[config.mk]
export PLATFORM = sky130hd
export DESIGN_NAME = operand_store
export DESIGN_NICKNAME = d
export VERILOG_FILES = /design/src/rtl/operand_store_pkg.sv /design/src/rtl/operand_store_bank.sv /design/src/rtl/operand_store.sv
export SDC_FILE = /design/constraint.sdc
export NUM_CORES = 1
export LEC_CHECK = 0
export CORE_UTILIZATION = 59
export CTS_BUF_LIST = sky130_fd_sc_hd__clkbuf_4 sky130_fd_sc_hd__clkbuf_8
export DETAILED_ROUTE_END_ITERATION = 10
export DONT_BUFFER_PORTS = 1
export GPL_TIMING_DRIVEN = 0
export PLACE_DENSITY = 0.78
export SLEW_MARGIN = 5
export SYNTH_ARGS = -nofsm -noshare
export SYNTH_HDL_FRONTEND = slang
export SYNTH_SLANG_ARGS = --single-unit
[constraint.sdc]
create_clock -name clk -period 2.6 [get_ports clk]
set_input_delay 0.78 -clock clk [delete_from_list [all_inputs] [get_ports clk]]
set_output_delay 0.78 -clock clk [all_outputs]
set_load 0.01 [all_outputs]
[src/rtl/operand_store_pkg.sv]
// rtl/operand_store_pkg.sv - shared types and preset table for operand_store
// Preset arrays are only referenced when OPERAND_STORE_PRESET_EN is defined.
package operand_store_pkg;

  typedef enum logic {
    ST_SWEEP = 1'b0,
    ST_IDLE  = 1'b1
  } state_e;

  localparam int PRESET_N = 4;

  localparam logic [15:0] PRESET_A [PRESET_N] = '{16'h000A, 16'h0010, 16'h00FF, 16'h0030};
  localparam logic [15:0] PRESET_B [PRESET_N] = '{16'h0005, 16'h0008, 16'h000F, 16'h0010};

endpackage

[src/rtl/operand_store_bank.sv]
// rtl/operand_store_bank.sv - one DEPTH x DATA_W operand bank (operand_bank)
// Single write port, registered read port, same-address write-to-read forwarding.
module operand_bank #(
  parameter int DATA_W = 16,
  parameter int ADDR_W = 4
) (
  input  logic              clk,
  input  logic              rst_n,
  input  logic              we,
  input  logic [ADDR_W-1:0] waddr,
  input  logic [DATA_W-1:0] wdata,
  input  logic              re,
  input  logic [ADDR_W-1:0] raddr,
  output logic [DATA_W-1:0] rd_data
);

  localparam int DEPTH = 2 ** ADDR_W;

  logic [DATA_W-1:0] mem_q [DEPTH];
  logic [DATA_W-1:0] rd_data_q;
  logic [DATA_W-1:0] rd_data_d;

  // Storage is not reset; the clear sweep initialises every entry.
  always_ff @(posedge clk) begin
    if (we) begin
      mem_q[waddr] <= wdata;
    end
  end

  always_comb begin
    rd_data_d = rd_data_q;
    if (re) begin
      if (we && (waddr == raddr)) begin
        rd_data_d = wdata;
      end else begin
        rd_data_d = mem_q[raddr];
      end
    end
  end

  always_ff @(posedge clk or negedge rst_n) begin
    if (!rst_n) begin
      rd_data_q <= '0;
    end else begin
      rd_data_q <= rd_data_d;
    end
  end

  assign rd_data = rd_data_q;

endmodule

[src/rtl/operand_store.sv]
// rtl/operand_store.sv - two-bank writable operand store with clear sweep
// OPERAND_STORE_PRESET_EN: sweep loads the legacy preset pairs instead of all zeros.
module operand_store
  import operand_store_pkg::*;
#(
  parameter int DATA_W = 16,
  parameter int ADDR_W = 4
) (
  input  logic              clk,
  input  logic              rst_n,
  input  logic              clr,
  output logic              busy,
  input  logic              rd_req,
  input  logic [ADDR_W-1:0] rd_addr,
  output logic              rd_valid,
  output logic [DATA_W-1:0] a,
  output logic [DATA_W-1:0] b,
  input  logic              wr_en,
  input  logic [1:0]        wr_mask,
  input  logic [ADDR_W-1:0] wr_addr,
  input  logic [DATA_W-1:0] wr_data_a,
  input  logic [DATA_W-1:0] wr_data_b
);

  localparam int DEPTH = 2 ** ADDR_W;

  state_e            state_q, state_d;
  logic [ADDR_W-1:0] idx_q, idx_d;
  logic              rd_valid_q, rd_valid_d;

  logic              we_a, we_b, re;
  logic [ADDR_W-1:0] waddr;
  logic [DATA_W-1:0] wdata_a, wdata_b;
  logic [DATA_W-1:0] sweep_a, sweep_b;

  always_comb begin
    sweep_a = '0;
    sweep_b = '0;
`ifdef OPERAND_STORE_PRESET_EN
    // Presets past the end of a small store are simply never matched.
    for (int i = 0; i < PRESET_N; i++) begin
      if ((i < DEPTH) && (int'(idx_q) == i)) begin
        sweep_a = DATA_W'(PRESET_A[i]);
        sweep_b = DATA_W'(PRESET_B[i]);
      end
    end
`endif
  end

  always_comb begin
    state_d    = state_q;
    idx_d      = idx_q;
    rd_valid_d = 1'b0;
    we_a       = 1'b0;
    we_b       = 1'b0;
    re         = 1'b0;
    waddr      = wr_addr;
    wdata_a    = wr_data_a;
    wdata_b    = wr_data_b;
    case (state_q)
      ST_SWEEP: begin
        if (clr) begin
          idx_d = '0;
        end else begin
          we_a    = 1'b1;
          we_b    = 1'b1;
          waddr   = idx_q;
          wdata_a = sweep_a;
          wdata_b = sweep_b;
          idx_d   = idx_q + 1'b1;
          if (&idx_q) begin
            state_d = ST_IDLE;
          end
        end
      end
      ST_IDLE: begin
        // A clear pulse takes priority and drops any same-cycle access.
        if (clr) begin
          state_d = ST_SWEEP;
          idx_d   = '0;
        end else begin
          we_a       = wr_en & wr_mask[0];
          we_b       = wr_en & wr_mask[1];
          re         = rd_req;
          rd_valid_d = rd_req;
        end
      end
      default: begin
        state_d = ST_SWEEP;
        idx_d   = '0;
      end
    endcase
  end

  always_ff @(posedge clk or negedge rst_n) begin
    if (!rst_n) begin
      state_q    <= ST_SWEEP;
      idx_q      <= '0;
      rd_valid_q <= 1'b0;
    end else begin
      state_q    <= state_d;
      idx_q      <= idx_d;
      rd_valid_q <= rd_valid_d;
    end
  end

  operand_bank #(.DATA_W(DATA_W), .ADDR_W(ADDR_W)) u_bank_a (
    .clk     (clk),
    .rst_n   (rst_n),
    .we      (we_a),
    .waddr   (waddr),
    .wdata   (wdata_a),
    .re      (re),
    .raddr   (rd_addr),
    .rd_data (a)
  );

  operand_bank #(.DATA_W(DATA_W), .ADDR_W(ADDR_W)) u_bank_b (
    .clk     (clk),
    .rst_n   (rst_n),
    .we      (we_b),
    .waddr   (waddr),
    .wdata   (wdata_b),
    .re      (re),
    .raddr   (rd_addr),
    .rd_data (b)
  );

  assign busy     = (state_q == ST_SWEEP);
  assign rd_valid = rd_valid_q;

endmodule
-- After elaboration in Yosys (flattened, before gate mapping)
Memories as Yosys holds them, arrays and structs flattened. A register that Yosys moved wholly into a read port is not among the register bits.
Cells that the tools add are included.
- bits in registers: 6
- bits in writable memories: 512
- memories: 2
- bits in latches: 0
- output and inout port bits: 34
- ROM bits: 0
- memories (name ; depth ; bits a word ; rd ports ; clocked after Yosys merged registers in ; wr ports ; line ; text):
    u_bank_a.mem_q ; 16 ; 16 ; 1 ; 1 ; 1 ; operand_store_bank.sv:19 ; logic [DATA_W-1:0] mem_q [DEPTH];
    u_bank_b.mem_q ; 16 ; 16 ; 1 ; 1 ; 1 ; operand_store_bank.sv:19 ;
- shift-type cells: 0
- order comparisons: 0
- add/subtract/negate cells: 1
- multipliers: 0
- reductions and logical operators: 3
- muxes and demuxes: 23
- equality and inequality tests: 1
- bitwise gates (word level): 3
- div/mod/pow operators: 0
- operator list (operator ; count):
    2-to-1 mux 16 bit ; 4
    2-to-1 mux 4 bit ; 4
    2-to-1 mux 1 bit ; 11
    case mux 4 bit (2 select lines) ; 1
    case mux 1 bit (2 select lines) ; 3
    adder 4 x 1 -> 4 bit, second input constant ; 1
    AND reduction 4 bit ; 1
    bitwise AND 1 bit ; 2
    zero test 1 bit ; 2
    inequality test 2 bit, second input constant ; 1
    NOT 1 bit ; 1

-- Depth between registers and ports, before layout
- word-level depth: 5
- gate-level depth with buffers: 8

-- By module
Synthesis repeated with hierarchy kept, for this count alone.
- cells, all modules: 1166
- area, all modules: 22074.9 um^2
- modules (own cells, without submodules) (module ; area each (um^2) ; instances ; cells an instance):
    operand_bank ; 10750.3 ; 2 ; 549
    operand_store ; 574.3 ; 1 ; 68

-- Least setup slack after synthesis
No wires, ideal clock.
- kind: input-to-reg
- start point: input clr
- end point: memory u_bank_b.mem_q[11][0], enable pin
- path buffers: 2
- slack: -242 ps
- required time: 2212 ps
- stages: 6
- arrival: 2453 ps
- cells stage by stage: buf_4 nor2_1 buf_2 a31oi_1 nand2b_1 nor2_1
- word-level cells in the longest chain between the ends: 4
- elaborated cells between the ends (all ways): 7
- classes of those cells: 7 x mux
- ends and longest elaborated chain (what ; line ; text):
    start, declared ; operand_store.sv:11 ; input logic clr,
    2-to-1 mux 1 bit (on tied branches) ; operand_store.sv:78, operand_store.sv:62 ;
    case mux 1 bit (2 select lines) ; operand_store.sv:60 ; case (state_q)
    2-to-1 mux 1 bit ; operand_store_bank.sv:25 ; if (we) begin
    2-to-1 mux 1 bit (not written as such) ; operand_store_bank.sv:26 ; mem_q[waddr] <= wdata;
    end, declared ; operand_store_bank.sv:19 ;
Parallel ways exist; a longest one is shown, timed or not.

-- Worst setup path after layout
- start point: register state_q
- end point: memory u_bank_a.mem_q[6][9], enable pin
- word-level cells in the longest chain between the ends: 4
- elaborated cells between the ends (all ways): 5
- classes of those cells: 4 x mux; 1 x bitwise
- ends and longest elaborated chain (what ; line ; text):
    start, declared ; operand_store.sv:27 ; state_e state_q, state_d;
    start signal, assigned ; operand_store.sv:101 ; state_q <= state_d;
    NOT 1 bit ; -- ;
    case mux 1 bit (2 select lines) ; operand_store.sv:60 ;
    2-to-1 mux 1 bit ; operand_store_bank.sv:25 ;
    2-to-1 mux 1 bit (not written as such) ; operand_store_bank.sv:26 ;
    end, declared ; operand_store_bank.sv:19 ;
Parallel ways exist; a longest one is shown, timed or not.

==> metrics.txt <==
# TYPE chip_impl_metric gauge
chip_impl_info{name="status",value="complete, but fails checks"} 1
chip_impl_info{name="violations",value="setup timing"} 1
chip_impl_metric{name="worst_path_largest_cell_delay",unit="ns"} 0.42
chip_impl_metric{name="synth-seq-area-share",unit=""} 0.744
chip_impl_info{name="crit-reg2reg-launch",value="state_q$_DFF_PN0_"} 1
chip_impl_metric{name="worstMarginPinSlew",unit="ns"} 0.955
chip_impl_metric{name="post_route_cells_drive_above_1_share",unit=""} 0.341
chip_impl_metric{name="finalCritPeriodShare",unit=""} 1.01
chip_impl_info{name="timing.critical_path.cells",value="buf_4, nor2_2, buf_6, a31oi_2, nand2b_2, nor2_4, buf_6"} 1
chip_impl_metric{name="dpl.hpwl",unit="um"} 33800
chip_impl_metric{name="ys_types",unit=""} 43
chip_impl_metric{name="crit_arrival",unit="ns"} 2.96
chip_impl_metric{name="worst-path-max-fanout",unit=""} 10
chip_impl_metric{name="filler_cell_count",unit=""} 2055
chip_impl_metric{name="top_level_ports",unit=""} 81
chip_impl_info{name="cpMostUsedCell",value="buf_6"} 1
chip_impl_metric{name="synth_seq_cells",unit=""} 550
chip_impl_metric{name="floorplan.die.width",unit="um"} 195
chip_impl_metric{name="place_ws",unit="ns"} -0.712
chip_impl_metric{name="grt_start_max_net_pins",unit=""} 39
chip_impl_metric{name="drt-total-wl",unit="um"} 55800
chip_impl_metric{name="area_growth_syn_to_layout",unit="%"} 15.6
chip_impl_metric{name="fin_worst_hold_slack",unit="ns"} 0.327
chip_impl_metric{name="hold_path_depth",unit=""} 2
chip_impl_info{name="rr_endpoint",value="u_bank_a.mem_q[6][9]$_DFFE_PP_"} 1
chip_impl_metric{name="instances_no_fill",unit=""} 1808
chip_impl_metric{name="avgRoutedWirePerCell",unit="um"} 30.9
chip_impl_metric{name="numCtsBuffers",unit=""} 81
chip_impl_metric{name="route.detailed.vias_per_inst",unit=""} 6.79
chip_impl_metric{name="port_buffers",unit=""} 0
chip_impl_metric{name="die_height",unit="um"} 195
chip_impl_info{name="mostFrequentLayoutCell",value="edfxtp_1"} 1
chip_impl_metric{name="grt.overflow.total",unit=""} 0
chip_impl_metric{name="worst-endpoint-required",unit="ns"} 2.92
chip_impl_metric{name="power_density",unit="nW/um2"} 718
chip_impl_metric{name="placeableCoreArea",unit="um2"} 36600
chip_impl_metric{name="max-cap-violations",unit=""} 0
chip_impl_metric{name="final.setup_skew",unit="ns"} 0.0261
chip_impl_metric{name="synthesis.instances",unit=""} 1138
chip_impl_metric{name="reg2reg_setup_slack",unit="ns"} -0.03
chip_impl_metric{name="cts.htree.levels",unit=""} 3
chip_impl_metric{name="global_route_wire_length_before_repair",unit="um"} 77800
chip_impl_metric{name="final.min_clock_period",unit="ns"} 2.63
chip_impl_metric{name="routabilityCongestion",unit=""} 0.920
chip_impl_metric{name="drt_pre_antenna_iters",unit=""} 5
chip_impl_info{name="cp-start-kind",value="flop"} 1
chip_impl_info{name="crit_path_top_delay_cell",value="dfrtp_1"} 1
chip_impl_metric{name="dpl.cell_count",unit=""} 1637
chip_impl_metric{name="synth.net_count",unit=""} 1186
chip_impl_metric{name="worst-path-buf-inv",unit=""} 3
chip_impl_info{name="clock-root-buffer",value="clkbuf_8"} 1
chip_impl_metric{name="cts_max_path_buffers",unit=""} 3
chip_impl_metric{name="leakage",unit="uW"} 0.00865
chip_impl_metric{name="initial_util",unit=""} 0.600
chip_impl_metric{name="max-vdd-ir-drop",unit="V"} 0.000304
chip_impl_info{name="end_kind",value="flop"} 1
chip_impl_metric{name="placementRows",unit=""} 70
chip_impl_metric{name="finalSetupViolCount",unit=""} 76
chip_impl_metric{name="via_count_of_the_first_global_routing_pass",unit=""} 12200
chip_impl_metric{name="number_of_slew_limit_violations_in_the_final_report",unit=""} 0
chip_impl_info{name="tritoncts",value="done"} 1
chip_impl_metric{name="vias",unit=""} 12300
chip_impl_metric{name="clock_sinks",unit=""} 550
chip_impl_metric{name="design.die.area",unit="um2"} 38000
chip_impl_metric{name="grt_util_all_layers",unit=""} 0.286
chip_impl_metric{name="final-hold-violation-count",unit=""} 0
chip_impl_info{name="crit_type",value="flop to flop"} 1
chip_impl_metric{name="synthesis.yosys.warnings",unit=""} 0
chip_impl_info{name="holdCritStartpoint",value="wr_data_b[10]"} 1
chip_impl_metric{name="detailedRoute.firstIterationViolations",unit=""} 1709
chip_impl_info{name="min_path_type",value="primary input to flop"} 1
chip_impl_info{name="final_cell_mix",value="512 x edfxtp_1, 128 x mux4_2, 98 x nand2_1, 93 x clkbuf_8"} 1
chip_impl_metric{name="fin_ws",unit="ns"} -0.0348
chip_impl_metric{name="setup_total_negative_slack",unit="ns"} -1.23
chip_impl_metric{name="drtAntennaViolNets",unit=""} 0
chip_impl_metric{name="syn-cell-area",unit="um2"} 22000
chip_impl_metric{name="drt_drc_violations_left",unit=""} 0
chip_impl_metric{name="worst_slew_margin",unit=""} 0.364
chip_impl_metric{name="finish.utilization",unit=""} 0.693
chip_impl_metric{name="worst_r2r_path_depth",unit=""} 7
chip_impl_metric{name="initial_antenna_violation_count",unit=""} 3
chip_impl_info{name="top_delay_family_on_crit_path",value="simple AND/OR/NAND/NOR gates"} 1
chip_impl_metric{name="clkSlewWorstSetupHoldPaths",unit="ns"} 0.06
chip_impl_metric{name="max_clock_freq",unit="MHz"} 380
chip_impl_metric{name="fin_nets",unit=""} 1325
chip_impl_info{name="hold_path_end",value="u_bank_b.rd_data[10]$_DFFE_PN0P_"} 1
chip_impl_metric{name="clk_latency",unit="ns"} 0.63
chip_impl_metric{name="postSynthAreaPerCell",unit="um2"} 19.3
-- stage by stage --
step | total power (uW) | area, um2
final | 18200 | 25400
after global routing | 18700 | 25400
after CTS | 18100 | 25200
after detailed placement | 11300 | 23100
after global placement | 11200 | 22500
after floorplan | 10900 | 22000
-- sequential cells by signal (all words and copies together) (netlist names) --
| name | cells |
|---|---|
| state_q | 1 |
| idx_q | 4 |
| u_bank_b.mem_q | 256 |
| rd_valid | 1 |
| u_bank_a.mem_q | 256 |
| u_bank_b.rd_data | 16 |
| u_bank_a.rd_data | 16 |
-- routing by layer --
metal,track usage,up-vias,routed length [um]
met3,0.0696,172,7610
met2,0.442,1036,26600
met1,0.400,6226,19600
li1,-,4843,-
met4,0.109,2,1940
met5,0,-,12
-- repair_timing --
| action | in CTS | in global routing |
|---|---|---|
| hold buffers | 2 | 0 |
| pin swaps | 13 | 7 |
| endpoints found under the hold margin | 38 | 0 |
| setup buffers | 13 | 10 |
| gates resized for setup | 36 | 16 |
| gates cloned | 0 | 0 |
| endpoints found under the setup margin | 368 | 342 |
-- Yosys cell counts, drive strengths merged --
master	n	area, um2
a21oi	3	37.5
a221oi	32	418
a31o	1	8.76
a31oi	10	75.1
and3	2	12.5
and4	2	17.5
buf	34	267
clkbuf	30	113
dfrtp	38	951
edfxtp	512	15400
ha	1	12.5
inv	39	146
mux2	32	360
mux2i	2	20.0
mux4	128	2880
nand2	98	368
nand2b	15	93.8
nand3	33	165
nand3b	1	7.51
nand4	1	6.26
nor2	69	259
nor2b	1	6.26
nor3	2	10.0
nor3b	4	30.0
nor4	1	21.3
nor4b	1	8.76
o2111ai	2	17.5
o21ai	35	175
o22ai	3	37.5
or2	1	8.76
or2b	2	16.3
xnor2	2	17.5
xor2	1	8.76
-- worst max-delay path by stage --
stage                 startpoint                         endpoint  slack, ns  cells past startpoint
6_report       state_q$_DFF_PN0_   u_bank_a.mem_q[6][9]$_DFFE_PP_      -0.03                      7
5_1_grt        state_q$_DFF_PN0_   u_bank_a.mem_q[6][6]$_DFFE_PP_      -0.12                      7
4_1_cts        state_q$_DFF_PN0_   u_bank_a.mem_q[1][5]$_DFFE_PP_      -0.03                      8
3_5_place_dp                 clr   u_bank_a.mem_q[4][4]$_DFFE_PP_      -0.71                      6
3_3_place_gp                 clr   u_bank_b.mem_q[4][6]$_DFFE_PP_      -1.19                      6
2_1_floorplan                clr  u_bank_b.mem_q[11][0]$_DFFE_PP_      -0.24                      6
-- where the power goes --
| group | leakage, uW | switching [uW] | internal, uW |
|---|---|---|---|
| Sequential | 0.00520 | 110 | 9860 |
| Clock | 0.000856 | 3200 | 3760 |
| Combinational | 0.00260 | 795 | 476 |
| Total | 0.00865 | 4110 | 14100 |
-- kinds of logic after synthesis --
kind of cell,Yosys count,share of synthesized area
muxes,162,0.149
and+or+nand+nor,233,0.0470
buffers and inverters,103,0.0239
AOI/OAI and AO/OA,86,0.0351
adders and majority gates,1,0.000570
DFF,550,0.744
xor gates and xnor gates,3,0.00120
-- layout make-up --
| class | count | area (um2) | area share |
|---|---|---|---|
| repair buffers | 56 | 878 | 0.0346 |
| diodes | 1 | 2.50 | 0.0000986 |
| plain buffers | 64 | 385 | 0.0152 |
| well taps | 468 | 586 | 0.0231 |
| clock buffers | 122 | 1500 | 0.0590 |
| flip-flops and latches | 550 | 16300 | 0.643 |
| multi-input cells | 485 | 5430 | 0.214 |
| clock inverters | 23 | 120 | 0.00473 |
| inverters | 39 | 146 | 0.00577 |
(Power assumes the default switching activity.)
==> RTL edit 1, RTL diff (same settings) <==
`DATA_W` is set to 16 in 2 places; all go to 32.
--- a/src/rtl/operand_store_bank.sv
+++ b/src/rtl/operand_store_bank.sv
@@ -3,3 +3,3 @@
 module operand_bank #(
-  parameter int DATA_W = 16,
+  parameter int DATA_W = 32,
   parameter int ADDR_W = 4
--- a/src/rtl/operand_store.sv
+++ b/src/rtl/operand_store.sv
@@ -5,3 +5,3 @@
 #(
-  parameter int DATA_W = 16,
+  parameter int DATA_W = 32,
   parameter int ADDR_W = 4
Interface: changed (resized a, b, wr_data_a and wr_data_b); port bits go from 81 to 145. No check against the original RTL was run, so the function may have changed too.
==> RTL edit 1 against the unedited design <==
The flow still finishes with violations (negative setup slack); worst setup slack lost 0.37 ns; sequential cell count grew 544; design area grew 92%; sequential power grew 99%; synthesized area grew 95%; routed wire length grew 85%; non-clock buffer count grew 39; power grew 98%.
==> RTL edit 1: results (changes against the unedited design) <==
- Run status: finished with violations (unchanged).
- Violated checks: negative setup slack (unchanged).
- The hold path endpoint is state_q (was u_bank_b.rd_data[10]).
- The fraction of met3 tracks used by global routing is 8.00% (was 6.96%).
- The fraction of final layout cells sized beyond drive strength 1 is 27.7% (was 34.1%).
- The static leakage is 0.0168 µW (was 0.00865 µW).
- The peak supply drop came to 0.424 mV (was 0.304 mV).
- The clock latency on the worst-skew pair is 0.79 ns (was 0.63 ns).
- The total inserted antenna cells is 4 (was 1).
- The smallest setup slack after layout is -0.409 ns (was -0.0348 ns).
- The routed wire length on met3 is 11.1 mm (was 7.61 mm).
- The pre-CTS setup slack is -1.44 ns (was -0.712 ns).
- The detailed-routing wirelength on met1 is 37.7 mm (was 19.6 mm).
- The share of flip-flops with an asynchronous set or reset is 6.40% (was 6.91%).
- The actual slew at the worst max-slew pin is 1.44 ns (was 0.955 ns).
- The average via count per standard cell was 6.41 (was 6.79).
- The fraction of synthesized area in multiplexers came to 15.0% (was 14.9%).
- The core utilization of the finished layout is 67.9% (was 69.3%).
- The via total after detailed routing is 22,500 (was 12,300).
- The met2 demand-to-capacity share in global routing came to 44.9% (was 44.2%).
- The area share of fa/ha/maj cells after synthesis is 0.0292% (was 0.0570%).
- The non-clock inverter count in the final layout is 71 (was 39).
- The met2 wire length is 51.0 mm (was 26.6 mm).
- The number of non-clock buffers is 159 (was 120).
- The wire length after detailed routing came to 103 mm (was 55.8 mm).
- The non-clock buffering overhead in the final layout is 2.96% (was 4.98%).
- The setup-violating endpoint count in the final report is 475 (was 76).
- The largest fanout of any net on the critical path is 16 (was 10).
- The count of multi-input combinational gates is 938 (was 485).
- The endpoint of the lowest-slack register-to-register path is u_bank_a.mem_q[2][30] (was u_bank_a.mem_q[6][9]).
- The number of antenna violations at the first check in global routing is 5 (was 3).
- The sequential cell area share is 66.8% (was 64.3%).
- The maximum number of pins on one net before global-route repair is 71 (was 39).
- The number of cell instances on the worst register-to-register path is 6 (was 7).
- The number of synthesized flops with an enable pin is 1,024 (was 512).
- The setup TNS came to -132.52 ns (was -1.23 ns).
- The summed area of non-filler cells in the final layout is 48,700 µm² (was 25,400 µm²).
- The final weighted congestion in routability-driven placement is 0.815 (was 0.920).
- The worst hold-check slack is 0.203 ns (was 0.327 ns).
- The count of distinct cell types in the synthesized netlist is 41 (was 43).
- The first-pass GRT wire length is 147 mm (was 77.8 mm).
[RTL edit 1: cell types whose count changed in the layout (fill, tap and decap cells not counted), moves of 33 or more]
cell      delta
clkbuf_8    +93
o221ai_1    +51
inv_1       +33
clkbuf_4    +39
edfxtp_1   +512
nand2_1    +224
mux2i_1     +64
mux4_2     +128
a21oi_1     +64
[RTL edit 1: worst max-delay path, cell delays in order, from the launching register on]
cell and delay, ns:
dfrtp_1 0.43, buf_8 0.17, nor2_4 0.17, clkbuf_16 0.23
a31oi_4 0.18, nand2b_4 0.27, nor2_2 1.15
[RTL edit 1: where the power goes]
part / internal (µW) / switching, µW / total (µW)
registers: 19600 / 166 / 19800
clock network: 7810 / 6370 / 14200
logic: 752 / 1370 / 2120
total: 28200 / 7900 / 36100
[RTL edit 1: what timing repair did]
action / 4_1_cts / 5_1_grt
resized for setup: 5 / 9
hold buffers: 2 / 0
setup buffers: 4 / 14
cloned: 2 / 3
pin swaps: 15 / 15
setup endpoints to repair: 1192 / 777
endpoints found under the hold margin: 70 / 0
==> RTL edit 2, RTL diff (same settings) <==
Without the edit above. Put a register stage on the output `b`, cleared by the reset. The value now appears one clock later. The other outputs are not delayed to match.
--- a/src/rtl/operand_store.sv
+++ b/src/rtl/operand_store.sv
@@ -25,2 +25,4 @@
   localparam int DEPTH = 2 ** ADDR_W;
+
+  logic [DATA_W-1:0] b_d;
 
@@ -125,3 +127,3 @@
     .raddr   (rd_addr),
-    .rd_data (b)
+    .rd_data (b_d)
   );
@@ -131,2 +133,10 @@
 
+  always_ff @(posedge clk or negedge rst_n) begin
+    if (!rst_n) begin
+      b <= '0;
+    end else begin
+      b <= b_d;
+    end
+  end
+
 endmodule
Behaviour: same outputs for any inputs over 10 cycles, from zero or initial values and one cycle with rst_n low; that may be too few to reach the edited logic, so the function may still have changed.
==> RTL edit 2 against the unedited design <==
Routed wire length down 4.8%; cell count up 3.7%; count of clock-buffer cells in the layout up 18; synthesized area up 1.6%; power up 5.1%; sequential cell count up 16; design area up 2.6%; critical path depth unchanged; via count down 2.3%; critical endpoint is now u_bank_a.rd_data[11]; worst setup slack better by 0.045 ns.
==> RTL edit 2: results (changes against the unedited design) <==
- The number of cell instances on the worst register-to-register path came to 5 (was 7).
- Cells taking the most area after synthesis: edfxtp_1, mux4_2, dfrtp_1 (unchanged).
- The number of CTS-inserted buffers is 88 (was 81).
- The maximum number of pins on one net before global-route repair was 55 (was 39).
- The critical path capture point is u_bank_a.rd_data[11] (was u_bank_a.mem_q[6][9]).
- The number of post-CTS setup repair buffers is 46 (was 13).
- The path category of the worst min-delay check is input pin to asynchronous set/reset pin (was input pin to flip-flop).
- The number of antenna violations at the first check in global routing is 1 (was 3).
- The average via count per standard cell was 6.40 (was 6.79).
- The total number of nets in the final design is 1,342 (was 1,325).
- The detailed-routing wirelength on met1 was 19.6 mm (about the same).
- The worst clock skew was 0.0215 ns (was 0.0261 ns).
- The critical path data arrival time is 3.14 ns (was 2.96 ns).
- The area share of the largest cell type after synthesis is 69.0% (was 70.0%).
- The average instance area after synthesis is 19.3 µm² (about the same).
- The first-iteration detailed-routing DRC count is 1,505 (was 1,709).
- The critical path's slowest cell is clkbuf_1 (was dfrtp_1).
- Run status: complete, no violations (was finished with violations).
- The startpoint of the most critical setup path is rd_addr[1] (was state_q).
- The routed wire length on met3 is 6.23 mm (was 7.61 mm).
- The actual slew at the worst max-slew pin is 1.00 ns (was 0.955 ns).
- The number of placed instances with taps included is 1,659 (was 1,637).
- The number of global-route vias before repair is 12,300 (was 12,200).
- The estimated wirelength of the detail-placed design is 30.9 mm (was 33.8 mm).
- The count of distinct cell types in the synthesized netlist is 41 (was 43).
- The post-cts hold buffer count came to 1 (was 2).
- The filler-free cell count of the finished design came to 1,874 (was 1,808).
- The met2 demand-to-capacity share in global routing is 45.1% (was 44.2%).
- The post-synthesis share of cell area spent on xor and xnor gates is 0.118% (was 0.120%).
- Commonest cells in the synthesized netlist: edfxtp_1, mux4_2, nand2_1, nor2_1, dfrtp_1 (was edfxtp_1, mux4_2, nand2_1, nor2_1).
- The post-synth net total is 1,203 (was 1,186).
- The delay contributed by the slowest stage of the critical path is 0.71 ns (was 0.42 ns).
- The fraction of met1 tracks used by global routing is 39.0% (was 40.0%).
- The peak supply drop is 0.401 mV (was 0.304 mV).
- The static leakage came to 0.00897 µW (was 0.00865 µW).
RTL edit 2: changes by cell type in the layout (fill, tap and decap cells not counted), moves of 5 or more:
cell      delta
buf_6        -9
clkbuf_4    +12
buf_2        +7
nor2_4       +7
nor2_2       -7
buf_12      +24
dfrtp_1     +16
buf_8       -22
clkinv_2     +5
clkbuf_8     +7
clkinv_1     -5
RTL edit 2: power by group:
| part | internal (µW) | switching, µW |
|---|---|---|
| clock network | 4290 | 3360 |
| registers | 10100 | 112 |
| logic | 473 | 765 |
| total | 14900 | 4230 |
RTL edit 2: how the worst min path moves through the flow:
stage,from,to,slack [ns],depth (start not counted)
floorplan,u_bank_b.rd_data[0],b[0],0.35,0
global placement,u_bank_b.rd_data[5],b[5],0.36,0
detailed placement,u_bank_b.rd_data[9],b[9],0.36,0
CTS,rst_n,b[10],0.002,1
global route,rst_n,u_bank_b.rd_data[9],0.02,1
finish,rst_n,b[10],0.03,1
RTL edit 2: critical path, delay by kind of cell:
family / cells / cell delay [ns]
and+or+nand+nor: 2 / 0.38
buffers and inverters: 3 / 1.58
AOI/OAI and AO/OA: 2 / 0.41
RTL edit 2: layout make-up:
| type | count | area (µm²) | share of cell area, % |
|---|---|---|---|
| diodes | 1 | 2.50 | 0.00961 |
| plain buffers | 64 | 355 | 1.36 |
| clock buffers | 140 | 1680 | 6.44 |
| clock inverters | 25 | 165 | 0.634 |
| inverters | 39 | 146 | 0.562 |
| multi-input cells | 486 | 5470 | 21.0 |
| flip-flops and latches | 566 | 16700 | 64.2 |
| well taps | 504 | 631 | 2.42 |
| repair buffers | 49 | 863 | 3.32 |
